$ cat src/rtl/uart_rx_cmd_ctrl.sv
// Assembles 4-byte UART command frames (SYNC, ADDR, DATA, CHK) and issues one-cycle register writes.
// Optional inter-byte timeout is enabled by defining UART_CMD_TIMEOUT_EN.
module uart_rx_cmd_ctrl #(
   parameter logic [7:0]  SYNC_BYTE      = 8'hA5,
   parameter int unsigned ADDR_W         = 4,
   parameter int unsigned CNT_W          = 8,
   parameter int unsigned TIMEOUT_CYCLES = 104160
) (
   input  logic              i_clk,
   input  logic              i_rst,
   input  logic [7:0]        i_rx_byte,
   input  logic              i_rx_done,
   input  logic              i_rx_err,
   output logic              o_wr_en,
   output logic [ADDR_W-1:0] o_wr_addr,
   output logic [7:0]        o_wr_data,
   output logic              o_frame_err,
   output logic              o_busy,
   output logic [CNT_W-1:0]  o_ok_cnt,
   output logic [CNT_W-1:0]  o_err_cnt
);

   typedef enum logic [1:0] {
      IDLE     = 2'd0,
      GOT_SYNC = 2'd1,
      GOT_ADDR = 2'd2,
      GOT_DATA = 2'd3
   } state_t;

   // Elaboration-time parameter sanity checks
   if (ADDR_W < 1 || ADDR_W > 8) begin : g_bad_addr_w
      $error("uart_rx_cmd_ctrl: ADDR_W must be in 1..8");
   end
   if (TIMEOUT_CYCLES < 2) begin : g_bad_timeout
      $error("uart_rx_cmd_ctrl: TIMEOUT_CYCLES must be at least 2");
   end

   state_t              state_q, state_d;
   logic [7:0]          addr_q, addr_d;
   logic [7:0]          data_q, data_d;
   logic                wr_en_q, wr_en_d;
   logic                frame_err_q, frame_err_d;
   logic                busy_q;
   logic [ADDR_W-1:0]   wr_addr_q;
   logic [7:0]          wr_data_q;
   logic [CNT_W-1:0]    ok_cnt_q, err_cnt_q;
   logic                chk_ok_c;
   logic                timeout_c;

   // Checksum must match and the address byte must not use bits above ADDR_W
   assign chk_ok_c = (i_rx_byte == (SYNC_BYTE ^ addr_q ^ data_q)) &&
                     ((addr_q >> ADDR_W) == 8'd0);

`ifdef UART_CMD_TIMEOUT_EN
   localparam int unsigned TMO_W = (TIMEOUT_CYCLES > 1) ? $clog2(TIMEOUT_CYCLES) : 1;
   localparam logic [TMO_W-1:0] TMO_LAST = TMO_W'(TIMEOUT_CYCLES - 1);

   logic [TMO_W-1:0] tmo_q;

   // Inter-byte silence counter, only meaningful inside a frame
   always_ff @(posedge i_clk) begin
      if (i_rst || state_q == IDLE || i_rx_done) begin
         tmo_q <= '0;
      end else begin
         tmo_q <= tmo_q + TMO_W'(1);
      end
   end

   // An arriving byte takes priority over expiry in the same cycle
   assign timeout_c = (state_q != IDLE) && !i_rx_done && (tmo_q == TMO_LAST);
`else
   assign timeout_c = 1'b0;
`endif

   // Next-state and strobe decode
   always_comb begin
      state_d     = state_q;
      addr_d      = addr_q;
      data_d      = data_q;
      wr_en_d     = 1'b0;
      frame_err_d = 1'b0;
      if (i_rx_done) begin
         if (i_rx_err) begin
            if (state_q != IDLE) begin
               state_d     = IDLE;
               frame_err_d = 1'b1;
            end
         end else begin
            case (state_q)
               IDLE: begin
                  if (i_rx_byte == SYNC_BYTE) state_d = GOT_SYNC;
               end
               GOT_SYNC: begin
                  addr_d  = i_rx_byte;
                  state_d = GOT_ADDR;
               end
               GOT_ADDR: begin
                  data_d  = i_rx_byte;
                  state_d = GOT_DATA;
               end
               GOT_DATA: begin
                  state_d = IDLE;
                  if (chk_ok_c) wr_en_d     = 1'b1;
                  else          frame_err_d = 1'b1;
               end
               default: state_d = IDLE;
            endcase
         end
      end else if (timeout_c) begin
         state_d     = IDLE;
         frame_err_d = 1'b1;
      end
   end

   always_ff @(posedge i_clk) begin
      if (i_rst) begin
         state_q     <= IDLE;
         addr_q      <= '0;
         data_q      <= '0;
         wr_en_q     <= 1'b0;
         frame_err_q <= 1'b0;
         busy_q      <= 1'b0;
         wr_addr_q   <= '0;
         wr_data_q   <= '0;
         ok_cnt_q    <= '0;
         err_cnt_q   <= '0;
      end else begin
         state_q     <= state_d;
         addr_q      <= addr_d;
         data_q      <= data_d;
         wr_en_q     <= wr_en_d;
         frame_err_q <= frame_err_d;
         busy_q      <= (state_d != IDLE);
         if (wr_en_d) begin
            wr_addr_q <= addr_q[ADDR_W-1:0];
            wr_data_q <= data_q;
            if (ok_cnt_q != '1) ok_cnt_q <= ok_cnt_q + CNT_W'(1);
         end
         if (frame_err_d && (err_cnt_q != '1)) err_cnt_q <= err_cnt_q + CNT_W'(1);
      end
   end

   assign o_wr_en     = wr_en_q;
   assign o_wr_addr   = wr_addr_q;
   assign o_wr_data   = wr_data_q;
   assign o_frame_err = frame_err_q;
   assign o_busy      = busy_q;
   assign o_ok_cnt    = ok_cnt_q;
   assign o_err_cnt   = err_cnt_q;

endmodule
$ cat config.mk
export PLATFORM = sky130hd
export DESIGN_NAME = uart_rx_cmd_ctrl
export DESIGN_NICKNAME = d
export VERILOG_FILES = /design/src/rtl/uart_rx_cmd_ctrl.sv
export SDC_FILE = /design/constraint.sdc
export NUM_CORES = 1
export LEC_CHECK = 0
export BUFFER_PORTS_ARGS = -buffer_cell sky130_fd_sc_hd__buf_2
export CELL_PAD_IN_SITES_DETAIL_PLACEMENT = 0
export CELL_PAD_IN_SITES_GLOBAL_PLACEMENT = 2
export CORE_AREA = 2 2 73 103
export DETAILED_ROUTE_END_ITERATION = 10
export DIE_AREA = 0 0 75 105
export PLACE_DENSITY = 0.83
export REMOVE_ABC_BUFFERS = 1
export SLEW_MARGIN = 20
export SYNTH_ARGS = -nofsm -noshare
export SYNTH_HDL_FRONTEND = slang
export SYNTH_SLANG_ARGS = --single-unit
$ cat constraint.sdc
create_clock -name i_clk -period 3.1 [get_ports i_clk]
set_clock_uncertainty 0.1 [all_clocks]
set_input_delay 0.155 -clock i_clk [delete_from_list [all_inputs] [get_ports i_clk]]
set_output_delay 0.155 -clock i_clk [all_outputs]
set_load 0.02 [all_outputs]
## Word level (Yosys, flattened, before mapping)

Cells that the tools add are included.

- Add/subtract/negate cells: 2
- Equality and inequality tests: 7
- Muxes and demuxes: 14
- Bitwise logic cells: 3
- Reduce and logical (&&, ||, !) cells: 9

Operators by type and width:

| operator | count |
|---|---|
| 8-bit by 1-bit adder with 8-bit output, second input constant | 2 |
| 8-bit inequality test, second input constant | 2 |
| 1-bit 2-to-1 mux | 9 |
| 8-bit equality test | 1 |
| 8-bit equality test, second input constant | 1 |
| 8-bit logical NOT | 1 |
| 2-bit 2-to-1 mux | 4 |
| 2-bit case mux with 4 select lines | 1 |
| 8-bit bitwise XOR | 1 |
| 3-bit AND reduction | 2 |
| 2-bit equality test, second input constant | 2 |
| 4-bit inverter | 1 |
| 2-bit nonzero test | 2 |
| 2-bit by 1-bit equality test with 1-bit output, second input constant | 1 |
| 1-bit logical AND | 2 |
| 2-bit logical NOT | 1 |
| 2-bit AND reduction | 1 |
| 1-bit inverter | 1 |

- Register bits after elaboration: 49
- Input port bits: 12
- Output and inout port bits: 31
- Logic and storage cells: 45

## Logic depth before layout (Yosys ltp)

Gate-level depths: netlist of run 1.

- Depth after elaboration: 9
- Mapped depth: 8
- Gate-level depth less buffers: 7

## Worst setup path after synthesis of run 1

No wires, ideal clock.

- Kind: register to register
- Start: register data_q[0]
- End: register err_cnt_q[7], in the netlist o_err_cnt[7]
- Setup time: 0.121 ns
- Data arrival time: 1.969 ns
- Data required time: 2.879 ns
- Slack: 0.910 ns
- Cell stages (with the launch flop): 8
- Path buffers: 1
- Clock period less this slack: 2.190 ns
- Cell sequence: dfxtp_1 > xor3_1 > nand3_1 > o31ai_1 > mux2_2 > clkbuf_1 > nor3_1 > mux2_2

- Cells in the longest elaborated chain, start to end: 8

RTL lines:

| what | line | RTL |
|---|---|---|
| from (decl) | 40 | `logic [7:0] data_q, data_d;` |
| from (signal assigned) | 130 | `data_q <= data_d;` |
| 8-bit bitwise XOR | 51 | `assign chk_ok_c = (i_rx_byte == (SYNC_BYTE ^ addr_q ^ data_q)) &&` |
| 8-bit equality test | 51 |  |
| 1-bit logical AND | 51 |  |
| 1-bit 2-to-1 mux | 103 | `if (chk_ok_c) wr_en_d = 1'b1;` |
| 1-bit 2-to-1 mux | 89 | `case (state_q)` |
| 1-bit 2-to-1 mux | 83 | `if (i_rx_err) begin` |
| 1-bit 2-to-1 mux | 82 | `if (i_rx_done) begin` |
| 1-bit logical AND | 139 | `if (frame_err_d && (err_cnt_q != '1)) err_cnt_q <= err_cnt_q + CNT_W'(1);` |
| to (signal assigned) | 139 |  |
| to (decl) | 46 | `logic [CNT_W-1:0] ok_cnt_q, err_cnt_q;` |

Every way passes these cells.
A chain may end at the register's enable or synchronous reset.

## Worst setup path in the final report of run 1

- Start: register data_q[6]
- End: register ok_cnt_q[7], in the netlist o_ok_cnt[7]

- Cells in the longest elaborated chain, start to end: 8

RTL lines:

| what | line | RTL |
|---|---|---|
| 8-bit bitwise XOR | 51 |  |
| 8-bit equality test | 51 |  |
| 1-bit logical AND | 51 |  |
| 1-bit 2-to-1 mux | 103 |  |
| 1-bit 2-to-1 mux | 89 |  |
| 1-bit 2-to-1 mux | 83 |  |
| 1-bit 2-to-1 mux | 82 |  |
| 2-bit AND reduction (no source line) | -- |  |
| to (signal assigned) | 137 | `if (ok_cnt_q != '1) ok_cnt_q <= ok_cnt_q + CNT_W'(1);` |
| to (decl) | 46 |  |

Every way passes these cells.

==> impl_metrics.yaml, run 1 <==
worst_setup_path:
  path_buf_inv: 0
  ff2ff_setup_slack_ns: 0.75
  worst_path_max_delay_cell: "or4_1"
  worstPathArrival_ns: 2.48
  critical_path_class: "reg -> reg"
  critPathCaptureType: "flop"
  required_ns: 3.23
  worst_path_largest_cell_delay_ns: 0.65
  crit_fanout: 7
  cp_common_cell: "or4_1"
  cp_top_family: "simple AND/OR/NAND/NOR gates"
  crit_chain: "xnor3_1 > nand4_1 > or4_1 > or4_1 > a21oi_1"
  cp-start-kind: "flop"
run_status:
  status: "finished, final reports clean"
pwr:
  power_density_nw_per_um2: 428
  power.leakage_nw: 1.14
  peakVddDrop_v: 0.000163
die:
  dieArea_um2: 7880
  core_area_um2: 6890
  start_util_pct: 32.7
  rows: 36
  die_height_um: 105
  die_width_um: 75
  io_pins: 43
cts:
  clkTransAtPathRegs_ns: 0.09
  clk-insertion-delay-late_ns: 0.30
  h-tree-depth: 2
  cts-buffers-inserted: 5
  clock-sinks: 49
  max-clock-path-buffers: 2
  cts_tree: "done"
  cts_resized: 0
  cts_hold_buffers: 0
  root_buffer: "clkbuf_8"
  cts_setup_buffers: 0
timing:
  post-route-period-util_pct: 75.7
  tightest_slew_ns: 0.592
  fin_ws_ns: 0.752
  fmax_mhz: 426
  setup_tns_ns: 0
  hold_viol_final: 0
  layout_min_cycle_time_ns: 2.35
  relSlewSlack_pct: 60.5
  finalSetupViolations: 0
  grt_setup_unrepaired: "no"
  slew_violations: 0
place:
  gp_congestion: 0.758
  dp_slack_ns: 0.764
  place_hpwl_mm: 3.72
  numPortBuffers: 42
finish:
  num_antenna_cells: 0
  drive_gt1_share_pct: 21.2
  area_growth_pct: 19.0
  fin_nets: 314
  post-route-util_pct: 38.9
route:
  ant_nets: 0
  vias: 1886
  wl_per_cell_um: 13.2
  drt_wl_total_mm: 5.19
  viasPerCell: 4.81
  dr.pass1.iters: 4
  post-route-drc-count: 0
  drtIter0Drc: 81
yosys:
  synth_seq_area_share_pct: 43.5
  post_synth.cell_area_avg_um2: 8.84
  syn-cell-area_um2: 2250
  yosys_warnings: 0
  ys_seq_elements: 49
  synthCells: 255
  yosys.cell_types.count: 38
grt:
  grt_use_total_pct: 14.4
  grt_max_degree: 32
  grt_pass1_wl_mm: 8.93
  grt_pass1_vias: 1842
  antenna_found_initial: 0
  grt-ovfl-total: 0
worst_hold_path:
  hold_path.class: "in -> reg"
run:
  max_cap_viol_count: 0
## cells in the final DEF (no fill, tap or decap), types with 2 or more instances in the layout
master	count
dfxtp_1	49
xor3_1	3
nor3b_1	2
and2_1	2
mux2_2	5
o31ai_1	3
inv_1	4
or2_2	2
nand4_1	5
o21ai_0	4
nand2_1	49
xor2_1	3
buf_4	4
and3_1	3
nor2_1	19
xnor2_1	3
clkbuf_8	6
ha_1	6
xnor3_1	3
mux2i_1	9
nor2b_1	6
a21oi_1	27
or4_1	3
nand3_1	13
nor3_1	7
or3_1	3
buf_2	42
## cell usage after synthesis
| master | instances | area [um^2] |
|---|---|---|
| dfxtp_1 | 49 | 981 |
| nand2_1 | 49 | 184 |
| a21oi_1 | 27 | 135 |
| nor2_1 | 19 | 71.3 |
| nand3_1 | 13 | 65.1 |
| clkbuf_1 | 9 | 33.8 |
| mux2i_1 | 9 | 90.1 |
| nor3_1 | 7 | 35.0 |
| ha_1 | 6 | 75.1 |
| nor2b_1 | 6 | 37.5 |
| mux2_2 | 5 | 56.3 |
| nand4_1 | 5 | 31.3 |
| inv_1 | 4 | 15.0 |
| o21ai_0 | 4 | 20.0 |
| and3_1 | 3 | 18.8 |
| o31ai_1 | 3 | 22.5 |
| or3_1 | 3 | 18.8 |
| or4_1 | 3 | 22.5 |
| xnor2_1 | 3 | 26.3 |
| xnor3_1 | 3 | 67.6 |
| xor2_1 | 3 | 26.3 |
| xor3_1 | 3 | 71.3 |
| and2_1 | 2 | 12.5 |
| nor3b_1 | 2 | 15.0 |
| or2_2 | 2 | 12.5 |
| a211oi_1 | 1 | 7.51 |
| a22oi_1 | 1 | 7.51 |
| and4b_1 | 1 | 10.0 |
| buf_1 | 1 | 3.75 |
| buf_2 | 1 | 5.00 |
| clkbuf_2 | 1 | 5.00 |
| nand4b_1 | 1 | 8.76 |
| nor4_1 | 1 | 6.26 |
| nor4_4 | 1 | 21.3 |
| nor4b_1 | 1 | 8.76 |
| o21a_1 | 1 | 7.51 |
| or3b_2 | 1 | 8.76 |
| or4b_2 | 1 | 10.0 |
## kinds of logic (layout without fill, tap and decap cells)
group	count (synthesis)	count (layout)	synth area share (%)
fa+ha+maj	6	6	3.33
flops	49	49	43.5
buf+inv	16	58	2.77
compound gates	37	37	8.88
mux	14	14	6.49
simple gates	121	121	26.5
xor+xnor	12	12	8.49
## report_power, final
group | leakage (nW) | switching (W) | internal, W | total, W
logic | 0.688 | 0.0000315 | 0.0000177 | 0.0000492
registers | 0.394 | 0.000000107 | 0.000629 | 0.000629
clock network | 0.0585 | 0.000207 | 0.000263 | 0.000471
total | 1.14 | 0.000239 | 0.000910 | 0.00115
## metrics by stage
step                      power (W)  hold slack (ns)  instance area, um^2  cells
after floorplan            0.000662            0.124                 2210    243
after global placement     0.000693            0.337                 2570    384
after detailed placement   0.000693            0.341                 2570    384
after CTS                   0.00117           0.0345                 2680    392
after global routing        0.00120           0.0424                 2680    392
final                       0.00115           0.0490                 2680    392
## layer usage
metal  vias to the layer above  track usage (%)  wire length, um
li1                        963                -                -
met1                       875             19.2             2350
met2                        41             23.0             2540
met3                         7             2.99              227
met4                         0             4.21               72
met5                         -                0                0
## worst paths after layout
kind	from	end	cells after the start
max reg2reg	data_q[6]	o_ok_cnt[7]	5
max	data_q[6]	o_ok_cnt[7]	5
min	i_rx_byte[3]	addr_q[3]	3
min reg2reg	o_wr_data[4]	o_wr_data[4]	2
## area by class of cell
cell class	count	area, um^2
Clock buffer	7	86.3
Clock inverter	1	30.0
Fill cell	733	4210
Inverter	4	15.0
Multi-Input combinational cell	190	1210
Sequential cell	49	981
Tap cell	95	119
Timing Repair Buffer	46	240
## registers in the layout (all words and copies together), names as in the netlist
register,count
addr_q,8
data_q,8
o_busy,1
o_err_cnt,8
o_frame_err,1
o_ok_cnt,8
o_wr_addr,4
o_wr_data,8
o_wr_en,1
state_q,2
## worst register-to-register path: cells and delay by family (launching register included)
kind	cells	cell delay, ns
compound gates	1	0.15
xor+xnor	1	0.41
flops	1	0.34
simple gates	3	1.29
Power figures use the tool's default switching activity.
==> run 2, diff against run 1 <==
--- a/config.mk
+++ b/config.mk
@@ -8,10 +8,10 @@
 export BUFFER_PORTS_ARGS = -buffer_cell sky130_fd_sc_hd__buf_2
 export CELL_PAD_IN_SITES_DETAIL_PLACEMENT = 0
 export CELL_PAD_IN_SITES_GLOBAL_PLACEMENT = 2
-export CORE_AREA = 2 2 73 103
+export CORE_AREA = 2 2 78 110
 export DETAILED_ROUTE_END_ITERATION = 10
-export DIE_AREA = 0 0 75 105
-export PLACE_DENSITY = 0.83
+export DIE_AREA = 0 0 80 112
+export PLACE_DENSITY = 0.77
 export REMOVE_ABC_BUFFERS = 1
 export SLEW_MARGIN = 20
 export SYNTH_ARGS = -nofsm -noshare
==> constraint.sdc (replaced) <==
create_clock -name i_clk -period 2.15 [get_ports i_clk]
set_clock_uncertainty 0.1 [all_clocks]
set_input_delay 0.1075 -clock i_clk [delete_from_list [all_inputs] [get_ports i_clk]]
set_output_delay 0.1075 -clock i_clk [all_outputs]
set_load 0.02 [all_outputs]
==> impl_metrics.yaml, run 2 (same netlist as run 1, synthesis figures left out) <==
run_status:
  status: "complete, but fails checks"
  violations: "negative setup slack"
die:
  rows: 39
  core_area_um2: 8000
  die_height_um: 112
  dieArea_um2: 8960
  die_width_um: 80
  start_util_pct: 28.2
  io_pins: 43
route:
  vias: 1981
  viasPerCell: 4.69
  drt_wl_total_mm: 5.69
  wl_per_cell_um: 13.5
  dr.pass1.iters: 5
  ant_nets: 0
  post-route-drc-count: 0
  drtIter0Drc: 71
finish:
  layout_common_cells: "nand2_1, dfxtp_1, buf_2"
  num_antenna_cells: 0
  area_growth_pct: 32.7
  fillCellCount: 851
  finalNonFillerCells: 422
  layout_commonest_cell: "nand2_1"
  drive_gt1_share_pct: 30.3
  fin_nets: 337
  fin_area_um2: 2990
worst_setup_path:
  crit_fanout: 5
  worstPathArrival_ns: 2.27
  critical_path_class: "reg -> reg"
  rr_worst_depth: 7
  path_buf_inv: 1
  required_ns: 2.26
  ff2ff_setup_slack_ns: -0.007
  cp_top_family: "simple AND/OR/NAND/NOR gates"
  crit_chain: "xor3_1 > nand4_1 > o31ai_1 > mux2_4 > buf_4 > or3_1 > a21oi_1"
  regToRegEndpoint: "o_err_cnt[0]"
  cp-start-kind: "flop"
  worst_path_max_delay_cell: "xor3_1"
  worst_path_largest_cell_delay_ns: 0.45
  r2r-start: "data_q[2]"
  critPathCaptureType: "flop"
cts:
  clkTransAtPathRegs_ns: 0.07
  h-tree-depth: 2
  cts-buffers-inserted: 5
  root_buffer: "clkbuf_16"
  max-clock-path-buffers: 2
  cts_tree: "done"
  clk-insertion-delay-late_ns: 0.28
  clock-sinks: 49
timing:
  hold_viol_final: 0
  fin_ws_ns: -0.00720
  relSlewSlack_pct: 62.7
  layout_min_cycle_time_ns: 2.16
  fmax_mhz: 464
  post-route-period-util_pct: 100
  slew_violations: 0
  tightest_slew_ns: 0.560
  grt_setup_unrepaired: "yes"
  finalSetupViolations: 1
worst_hold_path:
  holdPathEnd: "addr_q[6]"
  hold_depth: 3
  min_from: "i_rx_byte[6]"
  hold_path.class: "in -> reg"
place:
  numPortBuffers: 42
  dp_slack_ns: -0.124
  post_dp_cell_area_um2: 2700
  gp_congestion: 0.735
  dp_cells: 408
  place_hpwl_mm: 4.05
pwr:
  peakVddDrop_v: 0.000359
  pwr-share-comb_pct: 4.4
  internal-power_w: 0.00152
  power_density_nw_per_um2: 636
  pwr-share-clk_pct: 48.0
  power_switching_w: 0.000382
  p_seq_share_pct: 47.6
  power.leakage_nw: 1.31
  switching_share_pct: 20.1
grt:
  grt_use_total_pct: 13.2
  grt-ovfl-total: 0
  grt_max_degree: 29
  antenna_found_initial: 0
  grt_pass1_vias: 1952
  grt_pass1_wl_mm: 9.29
run:
  max_cap_viol_count: 0
[run 2: cell count changes in the layout (fill, tap and decap cells not counted), moves of 2 or more]
cell / change
dfxtp_2: +2
nor3_1: -2
dfxtp_1: -2
clkbuf_16: +5
clkbuf_8: -5
buf_4: +21
nand3_1: -2
nand3_2: +2
[run 2: metal layers]
metal,track usage (%),part of all wire [%]
met5,0,0
met4,4.63,1.7
met3,3.00,4.2
met2,22.6,50
met1,16.0,44
[run 2: power by group through the flow]
stage	clock, W	sequential [W]	combinational (W)
finish	0.000914	0.000907	0.0000838
global route	0.000982	0.000907	0.0000902
CTS	0.000938	0.000907	0.0000836
detailed placement	0	0.000928	0.0000791
global placement	0	0.000928	0.0000783
floorplan	0	0.000928	0.0000265
[run 2: cell type report]
| cell class | instances | area [um^2] | share of cell area [%] |
|---|---|---|---|
| clock buffer | 7 | 143 | 4.77 |
| sequential | 49 | 983 | 32.9 |
| tap | 102 | 128 | 4.26 |
| inverter | 4 | 15.0 | 0.502 |
| clock inverter | 1 | 30.0 | 1.00 |
| multi-input combinational | 191 | 1280 | 42.9 |
| timing repair buffer | 68 | 409 | 13.7 |
[run 2: metrics by stage]
stage          utilization (%)  hold slack [ns]  total power (W)  setup TNS, ns
6_report                  37.4           0.0102          0.00190       -0.00720
5_1_grt                   37.4           0.0145          0.00198         -0.647
4_1_cts                   36.5          0.00204          0.00193        -0.0592
3_5_place_dp              33.8            0.310          0.00101         -0.547
3_3_place_gp              33.8            0.294          0.00101         -0.252
2_1_floorplan                -           0.0766         0.000955         -0.500
[run 2: worst register-to-register path, stage by stage, from the launching register on]
cell	delay [ns]
dfxtp_2	0.34
xor3_1	0.45
nand4_1	0.14
o31ai_1	0.10
mux2_4	0.33
buf_4	0.15
or3_1	0.33
a21oi_1	0.14
[run 2: worst max-delay path by stage]
| stage | startpoint | end | slack [ns] | cells after the start |
|---|---|---|---|---|
| after floorplan | i_rx_done | o_ok_cnt[5] | -0.19 | 6 |
| after CTS | data_q[2] | o_err_cnt[0] | -0.02 | 7 |
| final | data_q[2] | o_err_cnt[0] | -0.007 | 7 |
| after detailed placement | data_q[0] | o_ok_cnt[7] | -0.12 | 5 |
| after global placement | data_q[0] | o_ok_cnt[7] | -0.09 | 5 |
| after global routing | data_q[2] | o_ok_cnt[5] | -0.10 | 7 |
[run 2: timing repair]
item / in CTS / in global routing
hold endpoints to repair: 0 / 0
setup buffers: 2 / 3
endpoints found under the setup margin: 8 / 18
resized for setup: 6 / 9
hold buffers: 0 / 0
pin swaps: 8 / 3
gates cloned: 1 / 0
==> run 3, diff against run 2 <==
==> config.mk (replaced) <==
export PLATFORM = sky130hd
export DESIGN_NAME = uart_rx_cmd_ctrl
export DESIGN_NICKNAME = d
export VERILOG_FILES = /design/src/rtl/uart_rx_cmd_ctrl.sv
export SDC_FILE = /design/constraint.sdc
export NUM_CORES = 1
export LEC_CHECK = 0
export ABC_AREA = 1
export BUFFER_PORTS_ARGS = -buffer_cell sky130_fd_sc_hd__buf_2
export CELL_PAD_IN_SITES_DETAIL_PLACEMENT = 0
export CELL_PAD_IN_SITES_GLOBAL_PLACEMENT = 2
export CORE_AREA = 2 2 93 104
export DETAILED_ROUTE_END_ITERATION = 10
export DIE_AREA = 0 0 95 106
export PLACE_DENSITY = 0.79
export REMOVE_ABC_BUFFERS = 1
export SYNTH_ARGS = -nofsm -noshare
export SYNTH_HDL_FRONTEND = slang
export SYNTH_SLANG_ARGS = --single-unit
==> impl_metrics.yaml, run 3 <==
worst_setup_path:
  crit_fanout: 13
  path_depth: 10
  worst_path_largest_cell_delay_ns: 0.33
  crit_end: "o_wr_data[6]"
  rr_worst_depth: 10
  cp_common_cell: "nor2_2"
  critPathCaptureType: "flop"
  worst_path_max_delay_cell: "dfxtp_1"
  regToRegEndpoint: "o_wr_data[6]"
  ff2ff_setup_slack_ns: 0.33
  crit_chain: "inv_2 > nand2_1 > nor2_2 > nand3_1 > nor2_2 > nand4_4 > nor2_8 > buf_4 > o21ai_1 > a21oi_2"
  r2r-start: "addr_q[4]"
  startpoint: "addr_q[4]"
  cp_top_family: "simple AND/OR/NAND/NOR gates"
  worstPathArrival_ns: 1.96
  path_buf_inv: 2
  critical_path_class: "reg -> reg"
  required_ns: 2.29
  cp-start-kind: "flop"
cts:
  cts_tree: "done"
  max-clock-path-buffers: 2
  clkTransAtPathRegs_ns: 0.09
  cts_resized: 0
  cts-buffers-inserted: 5
  cts_setup_buffers: 0
  clock-sinks: 49
  clk-insertion-delay-late_ns: 0.30
  h-tree-depth: 2
  cts_hold_buffers: 0
  root_buffer: "clkbuf_8"
pwr:
  power.leakage_nw: 1.33
  peakVddDrop_v: 0.000265
  power_density_nw_per_um2: 536
yosys:
  yosysTopAreaCellShare_pct: 39.8
  synthArstFlopShare_pct: 0
  synthCells: 341
  synth_seq_area_share_pct: 39.8
  synth_top_area_cell: "dfxtp_1"
  synth_most_common_cell: "nand2_1"
  yosys_warnings: 0
  synth_common_cells: "nand2_1, dfxtp_1, a21oi_1"
  synth-edff-count: 0
  yosys.cell_types.count: 30
  synth_area_leaders: "dfxtp_1, nand2_1, a21oi_1, inv_1, o21ai_0"
  ys_seq_elements: 49
  synth_ff_type: "dfxtp_1"
  syn-cell-area_um2: 2460
  post_synth.cell_area_avg_um2: 7.22
grt:
  grtUsageMet3_pct: 2.20
  grt-ovfl-total: 0
  grt_pass1_wl_mm: 9.77
  grt_max_degree: 35
  met2_usage_pct: 19.4
  antenna_found_initial: 0
  grt_use_total_pct: 12.1
  grt_pass1_vias: 2104
  grtUsageMet1_pct: 16.3
  busiest_layer: "met2"
route:
  drt_wl_total_mm: 5.68
  post-route-drc-count: 0
  ant_nets: 0
  drtIter0Drc: 67
  dr.pass1.iters: 4
  viasPerCell: 4.43
  wl_per_cell_um: 11.3
  vias: 2228
die:
  core_area_um2: 9120
  die_height_um: 106
  dieArea_um2: 10100
  rows: 37
  start_util_pct: 27.0
  io_pins: 43
  die_width_um: 95
finish:
  layout_commonest_cell: "nand2_1"
  num_antenna_cells: 0
  fin_nets: 403
  layout_common_cells: "nand2_1, dfxtp_1, buf_2"
  area_growth_pct: 17.2
  drive_gt1_share_pct: 23.6
  fillCellCount: 1024
place:
  numPortBuffers: 42
  dp_slack_ns: 0.331
  place_hpwl_mm: 4.25
  gp_congestion: 0.748
run:
  max_cap_viol_count: 0
timing:
  hold_viol_final: 0
  finalSetupViolations: 0
  layout_min_cycle_time_ns: 1.82
  slew_violations: 0
  fmax_mhz: 550
  tightest_slew_ns: 0.539
  setup_tns_ns: 0
  relSlewSlack_pct: 64.0
  grt_setup_unrepaired: "no"
  post-route-period-util_pct: 84.6
  fin_ws_ns: 0.331
worst_hold_path:
  hold_path.class: "in -> reg"
run_status:
  status: "finished, final reports clean"
==> run 3: changes by cell type in the layout (fill, tap and decap cells not counted), sizes merged, moves of 8 or more <==
cell,delta
o21ai,+26
inv,+40
buf,-22
nand4,+8
a21oi,+16
mux2i,-9
nor2,+8
nand3,+9
nand2,+33
==> run 3: cells by family (layout without fill, tap and decap cells) <==
family / Yosys count / after routing / share of synthesized area [%]
compound gates: 75 / 75 / 16.7
xor+xnor: 6 / 6 / 2.13
fa+ha+maj: 6 / 6 / 3.05
buf+inv: 53 / 98 / 8.59
flops: 49 / 49 / 39.8
simple gates: 152 / 152 / 29.7
==> run 3: metrics by stage <==
stage	cell area (um^2)	power, W	util (%)	hold slack [ns]	cells
after floorplan	2420	0.000986	-	0.0766	332
after global placement	2800	0.00103	30.7	0.344	495
after detailed placement	2800	0.00103	30.7	0.352	495
after CTS	2890	0.00158	31.6	0.0300	503
after global routing	2890	0.00163	31.6	0.0480	503
final	2890	0.00155	31.6	0.0377	503
==> run 3: report_power, final <==
group / switching, W / internal, W
combinational: 0.0000637 / 0.0000304
sequential: 0.00000159 / 0.000909
clock: 0.000314 / 0.000227
total: 0.000380 / 0.00117
==> run 3: how the worst min path moves through the flow <==
stage	endpoint	slack, ns	start	cells after the start
finish	addr_q[1]	0.04	i_rx_byte[1]	3
global route	o_err_cnt[3]	0.05	i_rst	2
CTS	addr_q[6]	0.03	i_rx_byte[6]	3
detailed placement	addr_q[6]	0.35	i_rx_byte[6]	3
global placement	addr_q[3]	0.34	i_rx_byte[3]	3
floorplan	o_err_cnt[1]	0.08	i_rst	1
==> run 3: worst register-to-register path, cell delays in order (launching register included) <==
cell,delay [ns]
dfxtp_1,0.33
inv_2,0.09
nand2_1,0.07
nor2_2,0.15
nand3_1,0.10
nor2_2,0.12
nand4_4,0.14
nor2_8,0.22
buf_4,0.23
o21ai_1,0.09
a21oi_2,0.13
==> run 3: metal layers <==
| layer | part of all wire (%) | wire (um) | vias to the layer above |
|---|---|---|---|
| met2 | 47 | 2680 | 26 |
| met3 | 3.2 | 180 | 7 |
| met1 | 48 | 2740 | 990 |
| li1 | - | - | 1205 |
| met5 | 0 | 0 | - |
| met4 | 1.4 | 81 | 0 |
==> run 3: layout make-up <==
cell class,instances,area [um^2],share of cell area [%]
clock inverters,2,10.0,0.347
multi-input cells,239,1270,44.0
inverters,44,165,5.72
well taps,117,146,5.07
clock buffers,6,72.6,2.52
repair buffers,46,240,8.33
flip-flops and latches,49,981,34.0
